`config.mk`:
```
export PLATFORM = sky130hd
export DESIGN_NAME = bitty_uart_instr_rx
export DESIGN_NICKNAME = d
export VERILOG_FILES = /design/src/rtl/bitty_pkg.sv /design/src/rtl/bitty_uart_byte_rx.sv /design/src/rtl/bitty_uart_instr_rx.sv
export SDC_FILE = /design/constraint.sdc
export NUM_CORES = 1
export LEC_CHECK = 0
export BUFFER_PORTS_ARGS = -buffer_cell sky130_fd_sc_hd__buf_4
export CELL_PAD_IN_SITES_DETAIL_PLACEMENT = 0
export CELL_PAD_IN_SITES_GLOBAL_PLACEMENT = 1
export CORE_ASPECT_RATIO = 0.7
export CORE_MARGIN = 5
export CORE_UTILIZATION = 48
export DETAILED_ROUTE_END_ITERATION = 12
export PLACE_DENSITY_LB_ADDON = 0.1
export RECOVER_POWER = 50
export SLEW_MARGIN = 40
export SYNTH_ARGS = -nofsm -noshare
export SYNTH_HDL_FRONTEND = slang
export SYNTH_SLANG_ARGS = --single-unit
```
`constraint.sdc`:
```
create_clock -name clk -period 4.04 [get_ports clk]
set_input_delay 0.202 -clock clk [delete_from_list [all_inputs] [get_ports clk]]
set_output_delay 0.202 -clock clk [all_outputs]
set_load 0.005 [all_outputs]
```
`src/rtl/bitty_pkg.sv`:
```
// Shared types and constants for the bitty UART instruction loader.
package bitty_pkg;

    localparam int INSTR_W        = 16;
    localparam int UART_DATA_BITS = 8;
    localparam int BIT_IDX_W      = $clog2(UART_DATA_BITS);

    typedef enum logic [1:0] {
        IDLE  = 2'd0,
        START = 2'd1,
        DATA  = 2'd2,
        STOP  = 2'd3
    } uart_rx_state_t;

    typedef enum logic {
        PHASE_LOW  = 1'b0,
        PHASE_HIGH = 1'b1
    } byte_phase_t;

    function automatic logic [INSTR_W-1:0] make_word(
        input logic [UART_DATA_BITS-1:0] hi,
        input logic [UART_DATA_BITS-1:0] lo
    );
        return {hi, lo};
    endfunction

endpackage

```
`src/rtl/bitty_uart_byte_rx.sv`:
```
// 8N1 byte receiver: rx synchroniser, bit-timing FSM and shift register.
module bitty_uart_byte_rx
    import bitty_pkg::*;
#(
    parameter int CLKS_PER_BIT = 5208,
    parameter int CNT_W        = 13
) (
    input  logic                      clk,
    input  logic                      rst_n,
    input  logic                      rx_i,
    output logic [UART_DATA_BITS-1:0] byte_o,
    output logic                      byte_valid_o,
    output logic                      frame_err_o,
    output logic                      busy_o
);

    localparam logic [CNT_W-1:0]     HALF_C     = CNT_W'(CLKS_PER_BIT / 2 - 1);
    localparam logic [CNT_W-1:0]     LAST_C     = CNT_W'(CLKS_PER_BIT - 1);
    localparam logic [BIT_IDX_W-1:0] LAST_BIT_C = BIT_IDX_W'(UART_DATA_BITS - 1);

    uart_rx_state_t            state_r;
    logic [CNT_W-1:0]          cnt_r;
    logic [BIT_IDX_W-1:0]      bit_idx_r;
    logic [UART_DATA_BITS-1:0] shift_r;
    logic                      rx_meta_r;
    logic                      rx_s;
    logic                      rx_prev_r;
    logic                      busy_r;
    logic                      stop_hit_s;

    // Stop-bit sample strobe; the top consumes the byte on this same cycle.
    always_comb begin
        stop_hit_s = 1'b0;
        if ((state_r == STOP) && (cnt_r == LAST_C)) begin
            stop_hit_s = 1'b1;
        end else begin
            stop_hit_s = 1'b0;
        end
    end

    assign byte_o       = shift_r;
    assign byte_valid_o = stop_hit_s & rx_s;
    assign frame_err_o  = stop_hit_s & ~rx_s;
    assign busy_o       = busy_r;

    // Synchroniser, edge history and the frame FSM.
    always_ff @(posedge clk) begin
        if (!rst_n) begin
            rx_meta_r <= 1'b1;
            rx_s      <= 1'b1;
            rx_prev_r <= 1'b1;
            state_r   <= IDLE;
            cnt_r     <= '0;
            bit_idx_r <= '0;
            shift_r   <= '0;
            busy_r    <= 1'b0;
        end else begin
            rx_meta_r <= rx_i;
            rx_s      <= rx_meta_r;
            rx_prev_r <= rx_s;
            case (state_r)
                IDLE: begin
                    // A falling edge needs the line high first, so a low stop bit cannot retrigger.
                    if (rx_prev_r && !rx_s) begin
                        state_r <= START;
                        cnt_r   <= '0;
                        busy_r  <= 1'b1;
                    end
                end
                START: begin
                    if (cnt_r == HALF_C) begin
                        cnt_r <= '0;
                        if (!rx_s) begin
                            state_r   <= DATA;
                            bit_idx_r <= '0;
                        end else begin
                            state_r <= IDLE;
                            busy_r  <= 1'b0;
                        end
                    end else begin
                        cnt_r <= cnt_r + CNT_W'(1);
                    end
                end
                DATA: begin
                    if (cnt_r == LAST_C) begin
                        shift_r[bit_idx_r] <= rx_s;
                        cnt_r              <= '0;
                        if (bit_idx_r == LAST_BIT_C) begin
                            state_r <= STOP;
                        end else begin
                            bit_idx_r <= bit_idx_r + BIT_IDX_W'(1);
                        end
                    end else begin
                        cnt_r <= cnt_r + CNT_W'(1);
                    end
                end
                STOP: begin
                    if (cnt_r == LAST_C) begin
                        state_r <= IDLE;
                        cnt_r   <= '0;
                        busy_r  <= 1'b0;
                    end else begin
                        cnt_r <= cnt_r + CNT_W'(1);
                    end
                end
                default: begin
                    state_r <= IDLE;
                    cnt_r   <= '0;
                    busy_r  <= 1'b0;
                end
            endcase
        end
    end

endmodule

```
`src/rtl/bitty_uart_instr_rx.sv`:
```
// UART instruction loader: pairs received bytes into 16-bit words and queues
// them in a small FIFO presented to the bitty core over valid/ready.
module bitty_uart_instr_rx
    import bitty_pkg::*;
#(
    parameter int CLKS_PER_BIT = 5208,
    parameter int CNT_W        = 13,
    parameter int FIFO_DEPTH   = 2
) (
    input  logic               clk,
    input  logic               rst_n,
    input  logic               rx_i,
    output logic [INSTR_W-1:0] instr_o,
    output logic               instr_valid_o,
    input  logic               instr_ready_i,
    output logic               frame_err_o,
    output logic               overrun_o,
    output logic               busy_o
);

    localparam int             PTR_W  = $clog2(FIFO_DEPTH);
    localparam int             CNT_FW = PTR_W + 1;
    localparam logic [PTR_W:0] FULL_C = CNT_FW'(FIFO_DEPTH);

    logic [UART_DATA_BITS-1:0] byte_s;
    logic                      byte_valid_s;
    logic                      frame_err_s;

    byte_phase_t               phase_r;
    logic [UART_DATA_BITS-1:0] byte0_r;
    logic [INSTR_W-1:0]        mem_r [FIFO_DEPTH];
    logic [PTR_W-1:0]          wr_ptr_r;
    logic [PTR_W-1:0]          rd_ptr_r;
    logic [PTR_W:0]            count_r;
    logic [INSTR_W-1:0]        last_r;
    logic                      frame_err_r;
    logic                      overrun_r;

    logic                      push_s;
    logic                      pop_s;
    logic                      push_ok_s;
    logic [INSTR_W-1:0]        word_s;

    bitty_uart_byte_rx #(
        .CLKS_PER_BIT (CLKS_PER_BIT),
        .CNT_W        (CNT_W)
    ) u_byte_rx (
        .clk          (clk),
        .rst_n        (rst_n),
        .rx_i         (rx_i),
        .byte_o       (byte_s),
        .byte_valid_o (byte_valid_s),
        .frame_err_o  (frame_err_s),
        .busy_o       (busy_o)
    );

    assign instr_valid_o = (count_r != '0);
    assign frame_err_o   = frame_err_r;
    assign overrun_o     = overrun_r;

    // Word completion, handshake and FIFO acceptance decisions.
    always_comb begin
        word_s    = make_word(byte_s, byte0_r);
        push_s    = 1'b0;
        pop_s     = 1'b0;
        push_ok_s = 1'b0;
        if (byte_valid_s && (phase_r == PHASE_HIGH)) begin
            push_s = 1'b1;
        end else begin
            push_s = 1'b0;
        end
        pop_s = instr_valid_o & instr_ready_i;
        // A full FIFO still takes the word when the head leaves on the same edge.
        if (push_s && ((count_r < FULL_C) || pop_s)) begin
            push_ok_s = 1'b1;
        end else begin
            push_ok_s = 1'b0;
        end
    end

    // Head is read straight from storage; an empty FIFO shows the last word popped.
    always_comb begin
        instr_o = last_r;
        if (instr_valid_o) begin
            instr_o = mem_r[rd_ptr_r];
        end else begin
            instr_o = last_r;
        end
    end

    // Byte phase, FIFO storage/pointers and status pulses.
    always_ff @(posedge clk) begin
        if (!rst_n) begin
            phase_r     <= PHASE_LOW;
            byte0_r     <= '0;
            wr_ptr_r    <= '0;
            rd_ptr_r    <= '0;
            count_r     <= '0;
            last_r      <= '0;
            frame_err_r <= 1'b0;
            overrun_r   <= 1'b0;
            for (int i = 0; i < FIFO_DEPTH; i++) begin
                mem_r[i] <= '0;
            end
        end else begin
            frame_err_r <= frame_err_s;
            overrun_r   <= push_s & ~push_ok_s;

            // A bad frame drops any half-built word so the next byte is a low byte.
            if (frame_err_s) begin
                phase_r <= PHASE_LOW;
            end else if (byte_valid_s) begin
                if (phase_r == PHASE_LOW) begin
                    byte0_r <= byte_s;
                    phase_r <= PHASE_HIGH;
                end else begin
                    phase_r <= PHASE_LOW;
                end
            end

            if (push_ok_s) begin
                mem_r[wr_ptr_r] <= word_s;
                wr_ptr_r        <= wr_ptr_r + PTR_W'(1);
            end
            if (pop_s) begin
                last_r   <= mem_r[rd_ptr_r];
                rd_ptr_r <= rd_ptr_r + PTR_W'(1);
            end

            case ({push_ok_s, pop_s})
                2'b10:   count_r <= count_r + CNT_FW'(1);
                2'b01:   count_r <= count_r - CNT_FW'(1);
                default: count_r <= count_r;
            endcase
        end
    end

endmodule

```
Yosys cells after proc, flatten, opt, wreduce, memory -nomap -nowiden
Memory sizes are Yosys's and may differ from the RTL's. A register that Yosys moved wholly into a read port is not among the register bits.
Cells that the tools add are included.
{ "totals": {"regBits": 61, "ramBits": 32, "inputBits": 4, "output_inout_bits": 20, "word_cells": 110, "memories": 1} }
{ "mem_list": {"columns": ["name", "words", "word_bits", "rd", "rd_ports_with_merged_regs", "wr", "line_no", "rtl"], "rows": [
  ["mem_r", 2, 16, 1, 1, 2, "bitty_uart_instr_rx.sv:31", "logic [INSTR_W-1:0] mem_r [FIFO_DEPTH];"]
]} }
{ "classes": {"n_addsub": 6, "order_cmp": 3, "eq_ne": 16, "n_mux": 39, "bitwise": 9, "reduce_logical": 20} }
{ "op_table": {"columns": ["cell", "count"], "rows": [
  ["$mux W13", 3],
  ["$pmux W13 S3", 1],
  ["$mux W16", 2],
  ["$mux W1", 17],
  ["$reduce_or A16 Y1", 1],
  ["$reduce_and A5 Y1", 3],
  ["$add A13 B1 Y13 const B", 1],
  ["$eq A13 B12 Y1 const B", 1],
  ["$eq A13 B13 Y1 const B", 1],
  ["$mux W2", 6],
  ["$mux W3", 4],
  ["$ne A2 B1 Y1 const B", 5],
  ["$bwmux W8", 1],
  ["$pmux W2 S4", 1],
  ["$eq A2 B2 Y1 const B", 3],
  ["$ne A2 B2 Y1 const B", 3],
  ["$pmux W3 S2", 1],
  ["$reduce_bool A2 Y1", 3],
  ["$logic_and A1 B1 Y1", 5],
  ["$not A1 Y1", 5],
  ["$and A1 B1 Y1", 4],
  ["$eq A2 B1 Y1 const B", 2],
  ["$lt A3 B4 Y1 const B", 1],
  ["$pmux W2 S2", 1],
  ["other kinds (16)", 18]
]} }

Longest topological paths before layout
Gate-level depths: netlist (run 1).
{ "logic_depth": {"depth_word": 13, "mapped_depth": 9, "mapped_depth_nobuf": 8} }

Modules after synthesis
A second synthesis (run 1) with hierarchy kept.
{ "unflattened": {"cells_unflattened": 426, "hier_area_um2": 4367.9} }
{ "modules_own_cells": {"columns": ["module", "n_inst", "cells_per_inst", "area_each_um2", "seq_area_each_um2"], "rows": [
  ["bitty_uart_instr_rx", 1, 239, 2837.7, 1601.5],
  ["bitty_uart_byte_rx", 1, 187, 1530.2, 600.6]
]} }

Worst setup path after synthesis (run 1)
OpenSTA, ideal clock, no wires.
{ "synth_path": {"path_kind": "register to register", "from": "register u_byte_rx.cnt_r[0]", "to": "memory mem_r[0][0], enable pin", "setup_time_ns": 0.411, "t_arrival_ns": 2.465, "required_ns": 3.629, "slack_ns": 1.164, "path_stages_with_launch": 6, "path_buffers": 0, "synth_period_minus_slack_ns": 2.876, "cell_sequence": "dfxtp_1 > ha_1 > and4bb_2 > and3_4 > nand4_1 > o21ai_0"} }
{ "synth_lines": {"columns": ["item", "line_no", "rtl"], "rows": [
  ["from (decl)", "bitty_uart_byte_rx.sv:22", "logic [CNT_W-1:0] cnt_r;"],
  ["from (signal assigned)", "bitty_uart_byte_rx.sv:81", "cnt_r <= cnt_r + CNT_W'(1);"],
  ["from (signal assigned)", "bitty_uart_byte_rx.sv:94", "cnt_r <= cnt_r + CNT_W'(1);"],
  ["from (signal assigned)", "bitty_uart_byte_rx.sv:103", "cnt_r <= cnt_r + CNT_W'(1);"],
  ["to (decl)", "bitty_uart_instr_rx.sv:31", null]
]} }

Worst setup path after layout (run 1)
{ "layout_path": {"from": "register count_r[0]", "to": "register count_r[1]"} }
{ "layout_between": {"elab_chain_len": 7, "word_cells_on_any_way": 12, "classes_between": "add/sub: 2; order compare: 1; eq/ne: 2; mux: 2; bitwise: 1; reduce/logical: 4"} }
{ "layout_rtl": {"columns": ["item", "line_no", "rtl"], "rows": [
  ["from (decl)", "bitty_uart_instr_rx.sv:34", "logic [PTR_W:0] count_r;"],
  ["from (signal assigned)", "bitty_uart_instr_rx.sv:131", "2'b10: count_r <= count_r + CNT_FW'(1);"],
  ["from (signal assigned)", "bitty_uart_instr_rx.sv:132", "2'b01: count_r <= count_r - CNT_FW'(1);"],
  ["from (signal assigned)", "bitty_uart_instr_rx.sv:133", "default: count_r <= count_r;"],
  ["$reduce_bool A2 Y1", "bitty_uart_instr_rx.sv:57", "assign instr_valid_o = (count_r != '0);"],
  ["$and A1 B1 Y1", "bitty_uart_instr_rx.sv:72", "pop_s = instr_valid_o & instr_ready_i;"],
  ["$logic_or A1 B1 Y1", "bitty_uart_instr_rx.sv:74", "if (push_s && ((count_r < FULL_C) || pop_s)) begin"],
  ["$logic_and A1 B1 Y1", "bitty_uart_instr_rx.sv:74", null],
  ["$mux W1", "bitty_uart_instr_rx.sv:74", null],
  ["$eq A2 B1 Y1 or $eq A2 B2 Y1 (tied branches)", "bitty_uart_instr_rx.sv:130", "case ({push_ok_s, pop_s})"],
  ["$pmux W2 S2 or $reduce_bool A2 Y1 (tied branches)", null, null]
]} }
Several ways; a longest one is shown, not always the timed one.
A chain may end at the register's enable or synchronous reset.

==> reports/qor.yml, run 1 <==
run_status:
  status: "complete, but fails checks"
  violations: "max-capacitance violations, max-slew violations"
route:
  drt_iter0_markers: 244
  vias_per_cell: 5.21
  vias: 2854
  drt_pre_antenna_iters: 4
  post-route-drc-count: 0
  wirelength_um: 8480
  ant_nets: 0
  wl_per_cell_um: 15.5
clocking:
  cts_setup_buffers: 0
  htree_levels: 3
  clk_pin_slew_ns: 0.06
  cts_tree: "yes"
  clk_root_buffer_cell: "clkbuf_16"
  clockBufferDepth: 2
  cts_resized: 0
  ctsHoldBuffers: 0
  numCtsBuffers: 9
  cts_sinks: 94
  clock_latency_ns: 0.34
power_and_ir_drop:
  power.density_mw_per_mm2: 410
  p_leak_nw: 1.63
  irDropWorstVdd_mv: 0.270
timing:
  finalHoldViolCount: 0
  skew_ns: 0.00641
  final.period_utilization_pct: 70.0
  post-route-min-period_ns: 2.83
  rsz0062_at_grt: "no"
  drv_slew: 35
  max_freq_ghz: 0.353
  worstMarginPinSlew_ns: 1.77
  setup_violations: 0
  setup-tns-final_ns: 0
  slew_headroom_pct: -18.0
cells_and_area:
  final_nets: 431
  design_area_mm2: 0.00470
  syn2layout_area_growth_pct: 11.4
  fillers: 784
  diodes: 0
  utilization_pct: 55.2
  drive_above_1_share_pct: 11.4
setup_path:
  worstPathMaxFanout: 34
  critPathKind: "reg2reg"
  end_kind: "flip-flop"
  max_stage_delay_ns: 1.32
  worstPathCellList: "or2_0 > and2_0 > ha_1 > or3_1 > a21oi_1"
  start_kind: "flip-flop"
  arrival_ns: 3.10
  required_ns: 4.31
  critPathSlowestCell: "or2_0"
synth:
  synth.avg_cell_area_um2: 10.3
  yosysWarnings: 0
  synth_area_leaders: "dfxtp_1 (29%), edfxtp_1 (23%), mux2i_1 (8.1%)"
  netlist_area_mm2: 0.00422
  yosys.area_share.simple_pct: 23.6
  yosysSeqAreaShare_pct: 52.2
  netlist.area_leader.share_pct: 29.4
  yosys_register_bits: 94
  yosysUniqueCellTypes: 51
  synthXorXnorAreaFrac_pct: 2.28
  synth-edff-count: 32
  synth_top_family_by_area: "simple AND/OR/NAND/NOR gates"
  synth_flop_cell: "dfxtp_1"
  synthesis.nets: 418
  synth-compound-area-share_pct: 9.07
  synthMuxAreaShare_pct: 8.33
  postSynthCellCount: 410
  yosys.area.top_type: "dfxtp_1"
  synthArstFlopShare_pct: 0
  synthAdderAreaFrac_pct: 1.19
global_routing:
  grt-ovfl-total: 0
  antenna_found_initial: 0
  gr-usage-all-layers_pct: 17.4
  grt_first_pass_wirelength_um: 14200
  grt_max_degree: 39
  grt_pass1_vias: 2671
die:
  num_rows: 28
  start_util_pct: 49.6
  die_w_um: 122
  design.die.area_mm2: 0.0108
  die_h_um: 88.5
  io_pins: 24
  core_mm2: 0.00851
flow_run:
  max-cap-violations: 1
placed_design:
  io_buffers: 23
  gp_congestion: 0.750
  detailed_place_hpwl_um: 5730
  place_area_mm2: 0.00446
min_path:
  hold_class: "in2reg"
cell type report:
class | instances | area (um2) | share of cell area [%]
Clock buffer | 9 | 225 | 4.79
Clock inverter | 7 | 72.6 | 1.54
Inverter | 4 | 15.0 | 0.319
Multi-Input combinational cell | 286 | 1840 | 39.1
Sequential cell | 94 | 2200 | 46.9
Tap cell | 120 | 150 | 3.19
Timing Repair Buffer | 28 | 199 | 4.23
state kept, by name, summed over array words and instances, names as in the netlist, 2 cells and up, named ones only:
| name | cells |
|---|---|
| mem_r | 32 |
| byte0_r | 8 |
| last_r | 16 |
| u_byte_rx.byte_o | 8 |
| count_r | 2 |
| u_byte_rx.cnt_r | 13 |
| u_byte_rx.bit_idx_r | 3 |
synthesized netlist by cell type, drive strengths merged (7+ instances only):
master,number
a211oi,17
a21oi,22
and2,35
buf,11
clkbuf,15
dfxtp,62
edfxtp,32
mux2i,34
nand2,18
nand3,10
nand4,8
nor2,66
nor3b,7
o21ai,7
cells in the final DEF (no fill, tap or decap), drive strengths merged, types with 6 or more instances in the layout:
| cell type | instances |
|---|---|
| a211oi | 17 |
| a21oi | 22 |
| and2 | 35 |
| buf | 6 |
| clkbuf | 31 |
| dfxtp | 62 |
| edfxtp | 32 |
| inv | 6 |
| mux2i | 34 |
| nand2 | 18 |
| nand2b | 6 |
| nand3 | 10 |
| nand4 | 8 |
| nor2 | 66 |
| nor3b | 7 |
| o21ai | 7 |
| xnor2 | 6 |
logic make-up after synthesis:
group | count (synthesis)
fa+ha+maj | 4
simple gates | 178
xor+xnor | 11
flops | 94
buf+inv | 30
compound gates | 58
mux | 35
through the flow:
step	cells	hold slack (ns)	power, mW	setup WS [ns]
floorplan	410	0.303	1.08	1.16
global route	548	0.0295	2.00	0.967
detailed placement	532	0.391	1.11	1.74
CTS	548	0.0282	1.95	1.71
finish	548	0.0402	1.93	1.21
global placement	532	0.387	1.10	1.77
worst max-delay path, delay by kind of cell, from the launching register on:
kind                     cells  cell delay (ns)
AND/OR/NAND/NOR              3             1.96
flip-flops                   1             0.38
adder cells (fa/ha/maj)      1             0.28
AO/OA/AOI/OAI                1             0.14
final timing paths:
| path | start | to | slack [ns] | depth (start not counted) |
|---|---|---|---|---|
| setup reg to reg | count_r[0] | count_r[1] | 1.21 | 5 |
| hold / removal | rx_i | u_byte_rx.rx_meta_r | 0.04 | 2 |
| hold reg to reg | u_byte_rx.rx_meta_r | u_byte_rx.rx_s | 0.41 | 1 |
| setup / recovery | count_r[0] | count_r[1] | 1.21 | 5 |
where the power goes:
part,internal (mW),switching [mW]
clock,0.482,0.363
sequential,0.997,0.0106
combinational,0.0194,0.0549
per-layer routing:
| layer | vias up | global-route usage [%] | share of wire, % |
|---|---|---|---|
| li1 | 1469 | - | - |
| met2 | 43 | 22.6 | 39 |
| met5 | - | 0 | 0 |
| met3 | 8 | 5.30 | 5.3 |
| met4 | 0 | 4.88 | 1.3 |
| met1 | 1334 | 27.4 | 54 |
(Power assumes the default switching activity.)
==> run 2: changes to the inputs <==
ABC_AREA = 1   (was not set)
CORE_UTILIZATION = 42   (was 48)
clock period = 2.57 ns   (was 4.04 ns; I/O delays follow)
==> run 2 against run 1 <==
Compared with the run above:
- the flow now finishes without violations
- fmax rose by 29%
- via count increased by 11%
- area after synthesis increased by 3.3%
- utilization fell by 7.1 points
- register-to-register slack worse by 0.83 ns
- synthesized cell count increased by 23%
- cell count is 21% higher
- wire length increased by 7.1%
- highest routed layer unchanged
==> reports/qor.yml, run 2 <==
setup_path:
  required_ns: 2.75  # was 4.31 ns
  reg2reg_slack_ns: 0.38  # was 1.21 ns
  arrival_ns: 2.37  # was 3.10 ns
  r2r_start: "u_byte_rx.cnt_r[0]"  # was count_r[0]
  worstPathMaxFanout: 4  # was 34
  end_kind: "flip-flop"  # unchanged
  worstPathCellList: "ha_1 > nand2_1 > clkinv_2 > nand2_1 > nor2_4 > nand4_4 > nor2_8 > nand2_1 > ha_1 > nor2_1 > and3_1 > nor3_1"  # was or2_0 > and2_0 > ha_1 > or3_1 > a21oi_1
  timing.rr.end: "count_r[1]"  # unchanged
  start_kind: "flip-flop"  # unchanged
  cp_common_cell: "nand2_1"
  worstRegToRegCells: 12  # was 5
  max_stage_delay_ns: 0.36  # was 1.32 ns
  critPathSlowestCell: "dfxtp_1"  # was or2_0
  critPathKind: "reg2reg"  # unchanged
route:
  wl_per_cell_um: 13.7  # was 15.5 um
  wirelength_um: 9090  # was 8480 um
  routed-wl-met2_um: 3190  # was 3320 um
  top_layer: "met4"  # unchanged
  wl_met3_um: 394  # was 446 um
  vias_per_cell: 4.76  # was 5.21
  drt_pre_antenna_iters: 4  # unchanged
  ant_nets: 0  # unchanged
  post-route-drc-count: 0  # unchanged
  vias: 3160  # was 2854
  wl_met1_um: 5400  # was 4610 um
  drt_iter0_markers: 241  # was 244
clocking:
  cts_setup_buffers: 0  # unchanged
  cts_tree: "yes"  # unchanged
  clockBufferDepth: 2  # unchanged
  clk_pin_slew_ns: 0.06  # about the same
  htree_levels: 3  # unchanged
  cts_sinks: 94  # unchanged
  clock_latency_ns: 0.33  # was 0.34 ns
  numCtsBuffers: 9  # unchanged
  clk_root_buffer_cell: "clkbuf_16"  # unchanged
placed_design:
  io_buffers: 23  # unchanged
  dp_cells: 647  # was 532
  gp_congestion: 0.774  # was 0.750
  detailed_place_hpwl_um: 6760  # was 5730 um
synth:
  synth-edff-count: 32  # unchanged
  synth_flop_cell: "dfxtp_1"  # unchanged
  synth.most_common_cell: "nor2_1"  # unchanged
  yosysUniqueCellTypes: 39  # was 51
  synth.avg_cell_area_um2: 8.67  # was 10.3 um2
  yosys_register_bits: 94  # unchanged
  synth-compound-area-share_pct: 10.1  # was 9.07%
  yosys.area_share.simple_pct: 26.1  # was 23.6%
  synthTopCellsByCount: "nor2_1 (84), nand2_1 (80), dfxtp_1 (62)"  # was nor2_1 (66), dfxtp_1 (62), and2_1 (35)
  netlist_area_mm2: 0.00436  # was 0.00422 mm2
  synthXorXnorAreaFrac_pct: 0.602  # was 2.28%
  synthesis.nets: 511  # was 418
  synthMuxAreaShare_pct: 3.67  # was 8.33%
  synthArstFlopShare_pct: 0  # unchanged
  synth_area_leaders: "dfxtp_1 (28%), edfxtp_1 (22%), nor2_1 (7.2%)"  # was dfxtp_1 (29%), edfxtp_1 (23%), mux2i_1 (8.1%)
  postSynthCellCount: 503  # was 410
  synth_top_family_by_area: "simple AND/OR/NAND/NOR gates"  # unchanged
  netlist.area_leader.share_pct: 28.4  # was 29.4%
  yosys.area.top_type: "dfxtp_1"  # unchanged
  yosysSeqAreaShare_pct: 50.5  # was 52.2%
  yosysWarnings: 0  # unchanged
  synthAdderAreaFrac_pct: 1.15  # was 1.19%
min_path:
  hold_class: "in2reg"  # unchanged
  min_to: "overrun_o"  # was u_byte_rx.rx_meta_r
  holdCritStartpoint: "instr_ready_i"  # was rx_i
  holdPathStages: 4  # was 2
flow_run:
  max-cap-violations: 0  # was 1
timing:
  slew_headroom_pct: 22.0  # was -18.0%
  final.period_utilization_pct: 85.2  # was 70.0%
  max_freq_ghz: 0.457  # was 0.353 GHz
  drv_slew: 0  # was 35
  skew_ns: 0.00410  # was 0.00641 ns
  post-route-min-period_ns: 2.19  # was 2.83 ns
  setup-tns-final_ns: 0  # unchanged
  rsz0062_at_grt: "no"  # unchanged
  worstMarginPinSlew_ns: 1.17  # was 1.77 ns
  finalHoldViolCount: 0  # unchanged
  worst_hold_slack_ns: 0.348  # was 0.0402 ns
  setup_violations: 0  # unchanged
die:
  num_rows: 31  # was 28
  die_h_um: 95.3  # was 88.5 um
  start_util_pct: 42.6  # was 49.6%
  die_w_um: 132  # was 122 um
  design.die.area_mm2: 0.0126  # was 0.0108 mm2
  io_pins: 24  # unchanged
  core_mm2: 0.0102  # was 0.00851 mm2
cells_and_area:
  largest-register: "mem_r"  # unchanged
  final_nets: 535  # was 431
  drive_above_1_share_pct: 13.9  # was 11.4%
  top_regs: "mem_r x32, last_r x16, u_byte_rx.cnt_r x13"  # unchanged
  final_cells: 664  # was 548
  diodes: 0  # unchanged
  largest_register_ffs: 32  # unchanged
  layout_commonest_cell: "nor2_1"  # unchanged
  syn2layout_area_growth_pct: 13.1  # was 11.4%
  fillers: 1024  # was 784
  layout_common_cells: "nor2_1 (85), nand2_1 (84), dfxtp_1 (62), inv_1 (55), o21ai_0 (40)"  # was nor2_1 (66), dfxtp_1 (61), mux2i_1 (34), and2_1 (33), edfxtp_1 (32)
power_and_ir_drop:
  p_leak_nw: 1.83  # was 1.63 nW
  power.density_mw_per_mm2: 633  # was 410 mW/mm2
  p_total_mw: 3.12  # was 1.93 mW
  irDropWorstVdd_mv: 0.318  # was 0.270 mV
global_routing:
  grt_first_pass_wirelength_um: 15500  # was 14200 um
  antenna_found_initial: 0  # unchanged
  grt_pass1_vias: 2987  # was 2671
  gr-usage-all-layers_pct: 15.6  # was 17.4%
  grt_max_degree: 36  # was 39
  grt-ovfl-total: 0  # unchanged
run_status:
  status: "complete, no violations"  # was complete, but fails checks
-- run 2: cell types whose count changed after synthesis, moves of 5 or more --
cell      before  now
and2_1        35    0
clkbuf_1      15    9
inv_1          4   52
inv_2          0    9
mux2i_1       34   16
nand2_1       18   80
nand2_2        0    5
nand2b_1       6    0
nand3_1        9   15
nor2_1        66   84
nor2_4         0   14
o21ai_0        6   40
or3_1          5    0
xnor2_1        6    0
-- run 2: what timing repair did --
action,in CTS,in global routing
resized for setup,0,0
hold buffers,1,0
hold endpoints to repair,1,0
-- run 2: worst max-delay path: cells and delay by family (launching register included) --
kind                       cells  cell delay (ns)
and+or+nand+nor                9             1.08
DFF                            1             0.36
adders and majority gates      2             0.52
buffers and inverters          1             0.07
-- run 2: per-layer routing --
layer | up-vias | global-route usage [%]
met5 | - | 0
met3 | 8 | 4.27
met4 | 0 | 4.62
met1 | 1405 | 25.3
li1 | 1697 | -
met2 | 50 | 19.3
-- run 2: how the worst max path moves through the flow --
stage / cells after the start / start / slack, ns / endpoint
3_3_place_gp: 12 / u_byte_rx.cnt_r[0] / 0.51 / count_r[1]
6_report: 12 / u_byte_rx.cnt_r[0] / 0.38 / count_r[1]
2_1_floorplan: 9 / u_byte_rx.cnt_r[0] / 0.20 / mem_r[0][0]
3_5_place_dp: 12 / u_byte_rx.cnt_r[0] / 0.44 / count_r[1]
4_1_cts: 12 / u_byte_rx.cnt_r[0] / 0.43 / count_r[1]
5_1_grt: 12 / u_byte_rx.cnt_r[0] / 0.12 / count_r[1]
-- run 2: logic make-up after synthesis --
family                   after synthesis
AO/OA/AOI/OAI                         78
XOR/XNOR                               3
adder cells (fa/ha/maj)                4
buffers and inverters                 81
flip-flops                            94
multiplexers                          16
AND/OR/NAND/NOR                      227
-- run 2: cell type report --
type / count / area (um2) / area share, %
Timing Repair Buffer: 30 / 211 / 4.29
Clock inverter: 7 / 96.3 / 1.95
Sequential cell: 94 / 2200 / 44.6
Clock buffer: 9 / 225 / 4.57
Tap cell: 132 / 165 / 3.35
Multi-Input combinational cell: 328 / 1790 / 36.3
Inverter: 64 / 243 / 4.92
-- run 2: power breakdown --
part | total (mW) | switching (mW) | internal (mW)
logic | 0.121 | 0.0885 | 0.0323
registers | 1.59 | 0.0190 | 1.57
clock network | 1.42 | 0.562 | 0.854
total | 3.12 | 0.669 | 2.45
-- run 2: stage by stage --
| stage | util, % | instance area, um2 | setup slack [ns] |
|---|---|---|---|
| 3_3_place_gp | 45.4 | 4640 | 0.507 |
| 4_1_cts | 48.6 | 4980 | 0.428 |
| 2_1_floorplan | - | 4360 | 0.203 |
| 6_report | 48.2 | 4930 | 0.380 |
| 3_5_place_dp | 45.4 | 4640 | 0.440 |
| 5_1_grt | 48.2 | 4930 | 0.125 |
